**src/rtl/rip_csr_exec.sv**
```systemverilog
// ---------------------------------------------------------------------------
// rip_csr_exec
//
// Execute-side partner of the CSR register file. Decodes the Zicsr
// instructions (CSRRW/RS/RC and their immediate forms), computes the new
// CSR value and the rd write-back value, and owns the MA-stage register
// that drives the CSR file write port.
//
// An instruction in EX that targets the CSR currently waiting in MA takes
// its old value from the in-flight MA write data instead of the stale file
// read. Non-adjacent instructions rely on the file's own read-during-write
// bypass.
//
// Optional build macro:
//   RIP_CSR_RO_CHECK_EN - when defined, a write request to a read-only CSR
//                         (csr_num[11:10] == 2'b11) is flagged illegal and
//                         neither the CSR nor the GPR is written.
//
// Ports:
//   clk, rst_n     clock, asynchronous active-low reset
//   ex_valid       CSR instruction present in EX
//   ex_funct3      Zicsr funct3
//   ex_csr_num     target CSR address
//   ex_rs1_idx     rs1 index / zero-extended uimm for immediate forms
//   ex_rs1_data    rs1 value (already GPR-forwarded)
//   ex_rd_idx      destination GPR
//   ex_csr_rdata   old CSR value read by the file
//   stall          hold the MA register, EX not accepted
//   flush          kill the instruction entering MA
//   ma_valid       MA register holds an instruction
//   ma_rd_idx      destination GPR
//   ma_rd_wen      GPR write-back enable
//   ma_rd_data     old CSR value, written to rd
//   ma_csr_num     CSR file write address
//   ma_wen         CSR file write enable (one pulse per instruction)
//   ma_csr_din     CSR file write data
//   ma_illegal     illegal-instruction flag to the trap logic
// ---------------------------------------------------------------------------
module rip_csr_exec #(
  parameter int XLEN = 32
) (
  input  logic            clk,
  input  logic            rst_n,
  input  logic            ex_valid,
  input  logic [2:0]      ex_funct3,
  input  logic [11:0]     ex_csr_num,
  input  logic [4:0]      ex_rs1_idx,
  input  logic [XLEN-1:0] ex_rs1_data,
  input  logic [4:0]      ex_rd_idx,
  input  logic [XLEN-1:0] ex_csr_rdata,
  input  logic            stall,
  input  logic            flush,
  output logic            ma_valid,
  output logic [4:0]      ma_rd_idx,
  output logic            ma_rd_wen,
  output logic [XLEN-1:0] ma_rd_data,
  output logic [11:0]     ma_csr_num,
  output logic            ma_wen,
  output logic [XLEN-1:0] ma_csr_din,
  output logic            ma_illegal
);

  localparam logic [2:0] F3_RW  = 3'b001;
  localparam logic [2:0] F3_RS  = 3'b010;
  localparam logic [2:0] F3_RC  = 3'b011;
  localparam logic [2:0] F3_RWI = 3'b101;
  localparam logic [2:0] F3_RSI = 3'b110;
  localparam logic [2:0] F3_RCI = 3'b111;

  // Write request of the instruction held in MA (before illegal gating).
  logic            write_req_r;

  logic [XLEN-1:0] src_s;
  logic [XLEN-1:0] old_s;
  logic [XLEN-1:0] new_s;
  logic            fwd_hit_s;
  logic            write_req_s;
  logic            op_illegal_s;
  logic            ro_illegal_s;
  logic            illegal_s;

  // Source operand selection and self-forwarding of the in-flight MA write.
  always_comb begin
    src_s     = {XLEN{1'b0}};
    fwd_hit_s = 1'b0;
    old_s     = ex_csr_rdata;
    if (ex_funct3[2]) begin
      src_s = {{(XLEN-5){1'b0}}, ex_rs1_idx};
    end else begin
      src_s = ex_rs1_data;
    end
    fwd_hit_s = ma_valid && write_req_r && !ma_illegal &&
                (ma_csr_num == ex_csr_num);
    if (fwd_hit_s) begin
      old_s = ma_csr_din;
    end else begin
      old_s = ex_csr_rdata;
    end
  end

  // Operation decode: new CSR value and whether a write is requested.
  // Set/clear with rs1 == x0 (or uimm == 0) is a pure read.
  always_comb begin
    new_s        = old_s;
    write_req_s  = 1'b0;
    op_illegal_s = 1'b0;
    case (ex_funct3)
      F3_RW, F3_RWI: begin
        new_s       = src_s;
        write_req_s = 1'b1;
      end
      F3_RS, F3_RSI: begin
        new_s       = old_s | src_s;
        write_req_s = (ex_rs1_idx != 5'd0);
      end
      F3_RC, F3_RCI: begin
        new_s       = old_s & ~src_s;
        write_req_s = (ex_rs1_idx != 5'd0);
      end
      default: begin
        // funct3 000 / 100 are not Zicsr encodings.
        new_s        = old_s;
        write_req_s  = 1'b0;
        op_illegal_s = 1'b1;
      end
    endcase
  end

  // Optional read-only CSR write check; only an actual write request traps.
  always_comb begin
    ro_illegal_s = 1'b0;
`ifdef RIP_CSR_RO_CHECK_EN
    if (write_req_s && (ex_csr_num[11:10] == 2'b11)) begin
      ro_illegal_s = 1'b1;
    end else begin
      ro_illegal_s = 1'b0;
    end
`else
    ro_illegal_s = 1'b0;
`endif
    illegal_s = op_illegal_s | ro_illegal_s;
  end

  // MA pipeline register: flush beats stall beats load.
  always_ff @(posedge clk or negedge rst_n) begin
    if (!rst_n) begin
      ma_valid    <= 1'b0;
      ma_illegal  <= 1'b0;
      write_req_r <= 1'b0;
      ma_rd_idx   <= 5'd0;
      ma_rd_data  <= {XLEN{1'b0}};
      ma_csr_num  <= 12'd0;
      ma_csr_din  <= {XLEN{1'b0}};
    end else if (flush) begin
      ma_valid    <= 1'b0;
      ma_illegal  <= 1'b0;
      write_req_r <= 1'b0;
    end else if (!stall) begin
      ma_valid    <= ex_valid;
      ma_illegal  <= ex_valid & illegal_s;
      write_req_r <= ex_valid & write_req_s;
      ma_rd_idx   <= ex_rd_idx;
      ma_rd_data  <= old_s;
      ma_csr_num  <= ex_csr_num;
      ma_csr_din  <= new_s;
    end
  end

  // The write strobe is masked while stalled so a held instruction writes
  // exactly once, in the cycle it leaves MA.
  assign ma_wen    = ma_valid && write_req_r && !ma_illegal && !stall;
  assign ma_rd_wen = ma_valid && (ma_rd_idx != 5'd0) && !ma_illegal;

endmodule

```
**config.mk**
```make
export PLATFORM = sky130hd
export DESIGN_NAME = rip_csr_exec
export DESIGN_NICKNAME = d
export VERILOG_FILES = /design/src/rtl/rip_csr_exec.sv
export SDC_FILE = /design/constraint.sdc
export NUM_CORES = 1
export LEC_CHECK = 0
export BUFFER_PORTS_ARGS = -buffer_cell sky130_fd_sc_hd__clkbuf_2
export CORE_ASPECT_RATIO = 1.25
export CORE_MARGIN = 2
export CORE_UTILIZATION = 45
export DETAILED_ROUTE_END_ITERATION = 8
export HOLD_SLACK_MARGIN = 0.1
export PLACE_DENSITY = 0.8
export SLEW_MARGIN = 30
export SYNTH_ARGS = -nofsm -noshare
export SYNTH_HDL_FRONTEND = slang
export SYNTH_SLANG_ARGS = --single-unit
```
**constraint.sdc**
```tcl
create_clock -name clk -period 5.2 [get_ports clk]
set_input_delay 0.26 -clock clk [delete_from_list [all_inputs] [get_ports clk]]
set_output_delay 0.26 -clock clk [all_outputs]
set_load 0.02 [all_outputs]
```
# Yosys cells after proc, flatten, opt, wreduce, memory -nomap -nowiden
# Cells that the tools add are included.
[classes] muxes=11 eq_ne=8 n_reduce_logical=16 bitwise_logic=7
[op_table] operator="case mux 32 bit (3 select lines)" n=1
[op_table] operator="two-way mux 32 bit" n=2
[op_table] operator="bitwise AND 32 bit" n=1
[op_table] operator="NOT 32 bit" n=1
[op_table] operator="bitwise OR 32 bit" n=1
[op_table] operator="equality test 12 bit" n=1
[op_table] operator="nonzero test 5 bit" n=2
[op_table] operator="equality test 3 bit, second input constant" n=3
[op_table] operator="two-way mux 1 bit" n=7
[op_table] operator="equality test 3 x 2 -> 1 bit, second input constant" n=2
[op_table] operator="logical AND 1 bit" n=6
[op_table] operator="OR reduction 2 bit" n=3
[op_table] operator="OR reduction 6 bit" n=1
[op_table] operator="OR reduction 4 bit" n=1
[op_table] operator="equality test 3 x 1 -> 1 bit, second input constant" n=1
[op_table] operator="bitwise AND 1 bit" n=2
[op_table] operator="logical NOT 1 bit" n=2
[op_table] operator="inequality test 2 x 1 -> 1 bit, second input constant" n=1
[op_table] operator="NOT 1 bit" n=2
[op_table] operator="case mux 1 bit (2 select lines)" n=1
[op_table] operator="AND reduction 2 bit" n=1
[totals] wordCells=49 output_inout_bits=85 register_bits=84

# Logic depth before layout (Yosys ltp)
# Gate-level depths: netlist of run 1.
[logic_depth] word_depth=6 mapped_depth=7 ltp_nobuf=5

# Worst setup path after synthesis of run 1
# No wires, ideal clock.
[synth_timing] path_type="register to register" startpoint="register ma_illegal" endpoint="register ma_csr_din[16]" required_ns=5.073 setup_ns=0.127 setup_slack_ns=3.405 n_path_buf=2 path_stages_with_launch=8 arrival_ns=1.668 cell_sequence="dfrtp_1 nand3b_4 nor4_2 nand4_2 buf_6 buf_2 nand4_1 nand3_1"
[synth_via] elab_chain_cells=6 word_cells_on_any_way=7
[synth_lines] item="start: declaration" line="60" text="output logic ma_illegal"
[synth_lines] item="start signal: assignment" line="160" text="ma_illegal <= ex_valid & illegal_s;"
[synth_lines] item="logical NOT 1 bit *" line="92" text="fwd_hit_s = ma_valid && write_req_r && !ma_illegal &&"
[synth_lines] item="logical AND 1 bit * (2 in a row)" line="92"
[synth_lines] item="two-way mux 32 bit *" line="94" text="if (fwd_hit_s) begin"
[synth_lines] item="bitwise AND 32 bit / bitwise OR 32 bit (equally long branches)" line="117, 113"
[synth_lines] item="case mux 32 bit (3 select lines) *" line="107" text="case (ex_funct3)"
[synth_lines] item="end signal: assignment" line="153" text="ma_csr_din <= {XLEN{1'b0}};"
[synth_lines] item="end signal: assignment" line="165" text="ma_csr_din <= new_s;"
[synth_lines] item="end: declaration" line="59" text="output logic [XLEN-1:0] ma_csr_din,"
# Mark *: on every way between the ends. The rest lies on a longest branch, timed or not.
# A chain may end at the register's enable or synchronous reset.

# Worst setup path after layout of run 1
[layout_timing] startpoint="register ma_csr_num[0]" endpoint="register ma_csr_din[2]"
[layout_via] elab_chain_cells=5 word_cells_on_any_way=6
[layout_lines] item="start: declaration" line="57" text="output logic [11:0] ma_csr_num,"
[layout_lines] item="start signal: assignment" line="164" text="ma_csr_num <= ex_csr_num;"
[layout_lines] item="equality test 12 bit *" line="93" text="(ma_csr_num == ex_csr_num);"
[layout_lines] item="logical AND 1 bit *" line="92"
[layout_lines] item="two-way mux 32 bit *" line="94"
[layout_lines] item="bitwise AND 32 bit / bitwise OR 32 bit (equally long branches)" line="117, 113"
[layout_lines] item="case mux 32 bit (3 select lines) *" line="107"
# Marked as above.

==> results_dict.tcl, run 1 <==
set metrics [dict create \
    yosysTopAreaCellShare_pct 44.9 \
    diodes 0 \
    critPathMaxStageDelay_ns 0.68 \
    seq_area_um2 2100 \
    via_count 4591 \
    wl_per_cell_um 15.9 \
    rsz0062_at_grt "false" \
    num_rows 41 \
    cts_tree "yes" \
    insertion_delay_ns 0.34 \
    setup_violations 0 \
    finalCriticalPeriod_ns 2.18 \
    maxSlewHeadroom_pct 40.1 \
    postPlaceCellArea_um2 5610 \
    synth_nets 623 \
    core-area_um2 10100 \
    viasPerCell 5.62 \
    hp-class "in -> reg" \
    drive_gt1_share_pct 29.9 \
    place_hpwl_um 8950 \
    numCtsBuffers 9 \
    hold_viol 0 \
    syn2layout_area_growth_pct 26.7 \
    cts_root_buf "clkbuf_16" \
    r2r_slack_ns 3.02 \
    slew_violations 0 \
    routed_wl_um 13000 \
    period_share_pct 42.0 \
    grt.overflow.total 0 \
    clk_path_buf_depth 2 \
    path_max_fanout 64 \
    synth_seq_cells 84 \
    drt_iter0_drc 260 \
    syn_inst 529 \
    r2r_cells 6 \
    power_frac_clock_pct 33.5 \
    cp.arrival_ns 2.40 \
    crit_path_top_delay_cell "buf_4" \
    r2r_start "ma_csr_num[0]" \
    ant_nets 0 \
    critPathTopFamily "buffers and inverters" \
    die_height_um 118 \
    clk_pin_slew_ns 0.06 \
    path_cells "xor2_1 > nor4_2 > nand4_4 > buf_4 > o21ai_0 > a211o_1" \
    finClkSkew_ns 0.00911 \
    postLayoutCellArea_um2 5930 \
    post_cts_buffers 0 \
    clkSinkCount 84 \
    multi_input_area_um2 2370 \
    die_w_um 95.2 \
    cts_max_level 3 \
    final_common_cell "clkbuf_2" \
    synth_cell_types 36 \
    yosys_warnings 0 \
    reg2reg_to "ma_csr_din[2]" \
    max_freq_mhz 458 \
    synth_top_area_cell "dfrtp_1" \
    whs_path_depth 3 \
    ir_drop_uv 183 \
    powerDensity_nw_per_um2 328 \
    syn_area_per_cell_um2 8.85 \
    netSwitchingFraction_pct 32.6 \
    p_comb_share_pct 24.6 \
    ys_seq_area_share_pct 44.9 \
    hold_path.startpoint "ex_rd_idx[0]" \
    fin_tns_setup_ns 0 \
    crit_path_end_kind "register" \
    gp_congestion 0.848 \
    grt_start_max_net_pins 109 \
    p_int_mw 1.31 \
    first_global_vias 4520 \
    io_pins 179 \
    first_pass_iters 5 \
    io_buffers 178 \
    antenna_found_initial 0 \
    p_switching_mw 0.636 \
    track_usage_pct 23.5 \
    worstMarginPinSlew_ns 0.899 \
    power_frac_seq_pct 42.0 \
    cap_viol_max_count 0 \
    final_cell_mix "clkbuf_2 (176), nand2_1 (102), dfrtp_1 (84)" \
    layout.nets 777 \
    crit_required_ns 5.42 \
    syn_area_um2 4680 \
    p_leak_nw 3.16 \
    grt_pass1_wl_um 21200 \
    start_kind "register" \
    num-fill-cells 904 \
    drc 0 \
    worst_hold_path.endpoint "ma_rd_idx[0]" \
    crit_buf_inv 1 \
    synthTopCellsByArea "dfrtp_1 (45%), nand2_1 (8.2%), mux2i_1 (7.9%), nor2b_1 (4.0%), o21ai_0 (3.3%)" \
    status "finished clean" \
    start_util_pct 46.3 \
    dieArea_um2 11200 \
    critPathKind "reg -> reg" \
]
through the flow:
step / utilization, % / cells / hold WS, ns / setup slack (ns) / power (mW)
floorplan: - / 529 / -0.0356 / 3.41 / 1.11
global placement: 55.5 / 800 / 0.449 / 2.63 / 1.29
detailed placement: 55.5 / 800 / 0.375 / 2.49 / 1.31
CTS: 58.6 / 817 / 0.107 / 2.84 / 1.96
global route: 58.7 / 817 / 0.126 / 2.86 / 2.05
finish: 58.7 / 817 / 0.109 / 3.02 / 1.95
sequential cells by signal (all words and copies together), names as in the netlist:
signal	flops
ma_valid	1
ma_rd_data	32
ma_rd_idx	5
ma_csr_din	32
write_req_r	1
ma_csr_num	12
ma_illegal	1
area by class of cell:
| type | count | share of cell area, % |
|---|---|---|
| clock buffers | 12 | 4.32 |
| clock inverters | 4 | 0.801 |
| inverters | 16 | 1.01 |
| multi-input cells | 389 | 39.9 |
| flip-flops and latches | 84 | 35.4 |
| well taps | 129 | 2.72 |
| repair buffers | 183 | 15.9 |
worst register-to-register path: stages (launching register included):
cell and delay, ns:
dfrtp_1 0.40, xor2_1 0.23, nor4_2 0.11, nand4_4 0.09
buf_4 0.68, o21ai_0 0.23, a211o_1 0.33
layer usage:
layer | vias to the layer above | global-route usage [%] | routed length (um)
li1 | 2169 | - | -
met1 | 2197 | 28.8 | 5250
met5 | - | 0 | 0
met2 | 203 | 39.5 | 6460
met3 | 22 | 4.74 | 1000
met4 | 0 | 9.60 | 301
worst max path at each step:
stage          cells after the start  slack (ns)     startpoint        endpoint
2_1_floorplan                      7        3.41     ma_illegal  ma_csr_din[16]
3_3_place_gp                       5        2.63   ex_funct3[1]  ma_csr_din[13]
3_5_place_dp                       5        2.49   ex_funct3[1]   ma_csr_din[5]
4_1_cts                            5        2.84   ex_funct3[1]   ma_csr_din[7]
5_1_grt                            6        2.86  ma_csr_num[2]   ma_csr_din[2]
6_report                           6        3.02  ma_csr_num[0]   ma_csr_din[2]
kinds of logic after synthesis:
logic type	count (synthesis)	synth area share, %
AOI/OAI and AO/OA	120	15.8
xor gates and xnor gates	27	5.21
buffers and inverters	56	5.10
and+or+nand+nor	205	21.1
DFF	84	44.9
muxes	37	7.91
Yosys cell counts (all sizes together):
cell type,number
nand4,14
o41ai,14
xor2,12
a32oi,13
xnor2,15
nand3b,1
or4,1
a31oi,14
mux2i,37
nor3,6
nand3,26
a22oi,1
nand2b,1
a21oi,21
o21ai,52
clkbuf,20
buf,20
nor3b,1
or2,1
a211o,5
inv,15
clkinv,1
nor2,15
and4,1
and2,1
nand2,102
nor2b,30
dfrtp,84
nor4,5
what timing repair did:
| action | in CTS | in global routing |
|---|---|---|
| setup endpoints to repair | 0 | 0 |
| hold endpoints to repair | 84 | 0 |
| gates resized for setup | 0 | 0 |
| hold buffers | 1 | 0 |
power by group through the flow:
stage | logic (mW) | clock network [mW] | registers (mW)
final | 0.479 | 0.652 | 0.818
after CTS | 0.482 | 0.658 | 0.817
after global placement | 0.466 | 0 | 0.822
after floorplan | 0.179 | 0 | 0.927
after global routing | 0.527 | 0.691 | 0.828
after detailed placement | 0.481 | 0 | 0.828
Power figures use the tool's default switching activity.
==> run 2: changes to the inputs <==
Settings changed: PLACE_DENSITY 0.8 to 0.83.
Clock period 5.2 ns to 2 ns, I/O delays scaled along.
==> results_dict.tcl, run 2 (synthesized netlist as in run 1, its figures left out) <==
set metrics [dict create \
    wl_per_cell_um 17.2 \
    clk_pin_slew_ns 0.06 \
    r2r_start "ma_csr_num[2]" \
    crit_required_ns 2.22 \
    status "finished clean" \
    final_cell_mix "clkbuf_2 (177), nand2_1 (102), dfrtp_1 (84)" \
    numCtsBuffers 9 \
    cp.arrival_ns 2.17 \
    num_rows 41 \
    period_share_pct 97.7 \
    via_count 4969 \
    hold_viol 0 \
    cts_root_buf "clkbuf_16" \
    track_usage_pct 27.5 \
    ir_drop_uv 531 \
    grt_start_max_net_pins 109 \
    finClkSkew_ns 0.00739 \
    cap_viol_max_count 0 \
    dieArea_um2 11200 \
    finalCriticalPeriod_ns 1.95 \
    io_pins 179 \
    place_hpwl_um 9920 \
    final_util_pct 66.0 \
    setup_violations 0 \
    die_height_um 118 \
    ant_nets 0 \
    start_kind "input pin" \
    cts_max_level 3 \
    hp-class "in -> reg" \
    crit_buf_inv 3 \
    post_cts_buffers 0 \
    cts_tree "yes" \
    place_ws_ns 0.0695 \
    top_regs "ma_csr_din: 32 flops, ma_rd_data: 32 flops, ma_csr_num: 12 flops" \
    maxSlewHeadroom_pct 57.8 \
    slew_violations 0 \
    viasPerCell 5.60 \
    hold_path.startpoint "ex_csr_rdata[6]" \
    core-area_um2 10100 \
    die_w_um 95.2 \
    powerDensity_nw_per_um2 786 \
    crit_path_top_delay_cell "dlygate4sd3_1" \
    path_max_fanout 64 \
    grt_pass1_wl_um 24700 \
    first_pass_iters 5 \
    crit_path_end_kind "register" \
    critPathKind "in -> reg" \
    gp_congestion 0.799 \
    fin_ws_ns 0.0461 \
    io_buffers 178 \
    max_freq_mhz 512 \
    startpoint "ex_csr_num[2]" \
    routed_wl_um 15300 \
    syn2layout_area_growth_pct 42.5 \
    critPathMaxStageDelay_ns 0.54 \
    drt_iter0_drc 365 \
    start_util_pct 46.3 \
    antenna_found_initial 0 \
    clk_path_buf_depth 2 \
    layout.nets 848 \
    critPathTopFamily "buffers and inverters" \
    grt.overflow.total 0 \
    path_cells "dlygate4sd3_1 > clkbuf_2 > xor2_1 > nor4_4 > nand4_4 > buf_12 > o21ai_0 > a211o_1" \
    diodes 0 \
    first_global_vias 5193 \
    worstMarginPinSlew_ns 0.633 \
    p_leak_nw 3.48 \
    drc 0 \
    rsz0062_at_grt "true" \
    insertion_delay_ns 0.33 \
    clkSinkCount 84 \
    final_common_cell "clkbuf_2" \
    drive_gt1_share_pct 28.9 \
]
run 2: changes by cell type in the layout (fill, tap and decap cells not counted), sizes merged:
| cell | delta |
|---|---|
| clkbuf | +1 |
| buf | +10 |
| dlygate4sd3 | +60 |
run 2: metrics by stage:
step                setup TNS (ns)  hold WS [ns]  cells  cell area (um2)  power [mW]
global route              -0.00393         0.132    888             6670        5.49
floorplan                        0        -0.196    529             4680        2.87
finish                           0         0.115    888             6670        5.25
detailed placement               0         0.162    811             5730        3.44
CTS                              0         0.109    888             6640        5.24
global placement                 0         0.158    811             5730        3.38
run 2: power by group:
part	internal, mW	total, mW	switching [mW]
Combinational	0.547	1.40	0.857
Clock	1.03	1.71	0.680
Sequential	1.93	2.13	0.196
Total	3.51	5.25	1.73
run 2: area by class of cell:
type / count / area, um2
inverter: 16 / 60.1
tap: 129 / 161
timing repair buffer: 254 / 1660
multi-input combinational: 389 / 2390
sequential: 84 / 2100
fill: 782 / 3430
clock buffer: 12 / 256
clock inverter: 4 / 47.5
run 2: worst paths after layout:
path                                  end  slack [ns]  depth (start not counted)
max                         ma_csr_din[0]        0.05                          8
min                         ma_csr_din[6]        0.11                          3
min reg2reg                 ma_rd_data[5]        0.49                          2
min in group asynchronous  ma_rd_data[29]        0.31                          2
max reg2reg                 ma_csr_din[0]        0.09                          6
max in group asynchronous   ma_csr_din[0]        1.04                          3
run 2: what timing repair did:
| action | CTS | global route |
|---|---|---|
| setup endpoints to repair | 0 | 27 |
| resized for setup | 0 | 6 |
| hold endpoints to repair | 114 | 0 |
| hold buffers | 61 | 0 |
run 2: routing by layer:
layer / part of all wire (%) / routed length (um) / GRT usage [%]
met5: 0 / 0 / 0
met4: 3.4 / 517 / 12.9
met3: 7.1 / 1080 / 6.79
met2: 51 / 7850 / 46.6
met1: 38 / 5820 / 31.9
run 2: worst reg2reg max path: stages (launching register included):
cell and delay [ns]:
dfrtp_1 0.41, xor2_1 0.32, nor4_4 0.11, nand4_4 0.12, buf_12 0.33, o21ai_0 0.18, a211o_1 0.32
==> run 3: changes to the inputs <==
Settings changed: BUFFER_PORTS_ARGS -buffer_cell sky130_fd_sc_hd__clkbuf_2 to -buffer_cell sky130_fd_sc_hd__buf_2, CELL_PAD_IN_SITES_DETAIL_PLACEMENT from default to 1, CELL_PAD_IN_SITES_GLOBAL_PLACEMENT from default to 1, CORE_UTILIZATION 45 to 32, PLACE_DENSITY 0.83 to 0.82.
==> results_dict.tcl, run 3 (synthesized netlist as in run 1, its figures left out) <==
set metrics [dict create \
    layout.nets 847 \
    r2r_start "ma_csr_num[1]" \
    numCtsBuffers 9 \
    r2r_cells 6 \
    final_cell_mix "buf_2 (177), nand2_1 (102), dfrtp_1 (84)" \
    grt_start_max_net_pins 109 \
    worstMarginPinSlew_ns 0.630 \
    setup_violations 0 \
    via_count 5073 \
    start_util_pct 32.6 \
    r2r_slack_ns 0.06 \
    worst-path-stages 6 \
    ir_drop_uv 409 \
    reg2reg_to "ma_csr_din[4]" \
    period_share_pct 97.2 \
    wl_per_cell_um 19.9 \
    grt.overflow.total 0 \
    clk_pin_slew_ns 0.07 \
    num_rows 49 \
    antenna_found_initial 1 \
    diodes 0 \
    holdWs_ns 0.124 \
    die_height_um 139 \
    wl_met1_um 6970 \
    whs_path_depth 3 \
    first_global_vias 5837 \
    crit_required_ns 2.22 \
    finalCriticalPeriod_ns 1.94 \
    postLayoutCellArea_um2 6770 \
    rsz0062_at_grt "true" \
    io_buffers 178 \
    cts_root_buf "clkbuf_16" \
    drc 0 \
    clkSinkCount 84 \
    crit_path_top_delay_cell "dfrtp_1" \
    first_pass_iters 4 \
    hold_path.startpoint "ex_csr_rdata[0]" \
    start_kind "register" \
    place_ws_ns 0.142 \
    final_common_cell "buf_2" \
    fin_ws_ns 0.0563 \
    startpoint "ma_csr_num[1]" \
    crit_buf_inv 1 \
    critPathMaxStageDelay_ns 0.42 \
    drive_gt1_share_pct 28.5 \
    post_cts_buffers 0 \
    gp_congestion 0.798 \
    syn2layout_area_growth_pct 44.5 \
    ant_nets 0 \
    path_max_fanout 64 \
    critPathKind "reg -> reg" \
    grt_pass1_wl_um 29900 \
    slew_violations 0 \
    maxSlewHeadroom_pct 57.8 \
    dr_wl_met2_um 9740 \
    top_layer "met5" \
    hp-class "in -> reg" \
    crit_path_end_kind "register" \
    cts_tree "yes" \
    finClkSkew_ns 0.00943 \
    io_pins 179 \
    clk_path_buf_depth 2 \
    max_freq_mhz 514 \
    place_hpwl_um 11700 \
    hold_viol 0 \
    p_leak_nw 3.48 \
    routed-wl-met3_um 1120 \
    path_cells "xor2_1 > nor4_4 > nand4_4 > buf_12 > o21ai_0 > a211o_1" \
    powerDensity_nw_per_um2 811 \
    critPathTopFamily "compound AO/OA/AOI/OAI gates" \
    cap_viol_max_count 0 \
    postPlaceCellArea_um2 5790 \
    top_regs "ma_csr_din: 32 flops, ma_rd_data: 32 flops, ma_csr_num: 12 flops" \
    core-area_um2 14300 \
    drt_iter0_drc 246 \
    crit_path_end "ma_csr_din[4]" \
    insertion_delay_ns 0.35 \
    cts_max_level 3 \
    routed_wl_um 18600 \
    status "finished clean" \
    dieArea_um2 15600 \
    track_usage_pct 24.0 \
    viasPerCell 5.42 \
    die_w_um 112 \
    cp.arrival_ns 2.17 \
]
run 3: worst min-delay path by stage:
| stage | endpoint | slack [ns] |
|---|---|---|
| 6_report | ma_rd_data[0] | 0.12 |
| 2_1_floorplan | ma_csr_din[0] | -0.20 |
| 3_5_place_dp | ma_csr_din[3] | 0.13 |
| 3_3_place_gp | ma_rd_data[1] | 0.11 |
| 4_1_cts | ma_rd_data[2] | 0.11 |
| 5_1_grt | ma_rd_data[2] | 0.14 |
run 3: layout make-up:
class | count | area [um2]
fillers | 1707 | 7580
multi-input cells | 389 | 2380
flip-flops and latches | 84 | 2100
repair buffers | 253 | 1660
clock buffers | 13 | 270
well taps | 178 | 223
clock inverters | 3 | 67.6
inverters | 16 | 60.1
run 3: power breakdown:
group / total [mW] / internal, mW / switching, mW / leakage [nW]
Sequential: 2.12 / 1.93 / 0.193 / 1.03
Clock: 1.91 / 1.20 / 0.711 / 0.162
Combinational: 1.46 / 0.553 / 0.903 / 2.29
run 3: worst min-delay path: stages:
cell     delay, ns
buf_2         0.10
mux2i_1       0.08
o21ai_0       0.16
run 3: through the flow:
step / util, % / TNS, ns / instances / total power [mW]
after floorplan: - / 0 / 529 / 2.87
after global placement: 40.3 / 0 / 858 / 3.41
after detailed placement: 40.3 / 0 / 858 / 3.48
after CTS: 47.0 / 0 / 936 / 5.50
after global routing: 47.2 / -0.101 / 936 / 5.76
final: 47.2 / 0 / 936 / 5.49
run 3: routing by layer:
| metal | track usage [%] | vias to the layer above |
|---|---|---|
| met5 | 0 | - |
| met4 | 13.5 | 2 |
| met3 | 5.79 | 66 |
| met2 | 42.9 | 205 |
| met1 | 25.6 | 2497 |
| li1 | - | 2303 |
run 3: repair_timing:
action,4_1_cts,5_1_grt
gates resized for setup,0,2
hold buffers,62,0
endpoints found under the setup margin,0,7
hold endpoints to repair,107,0
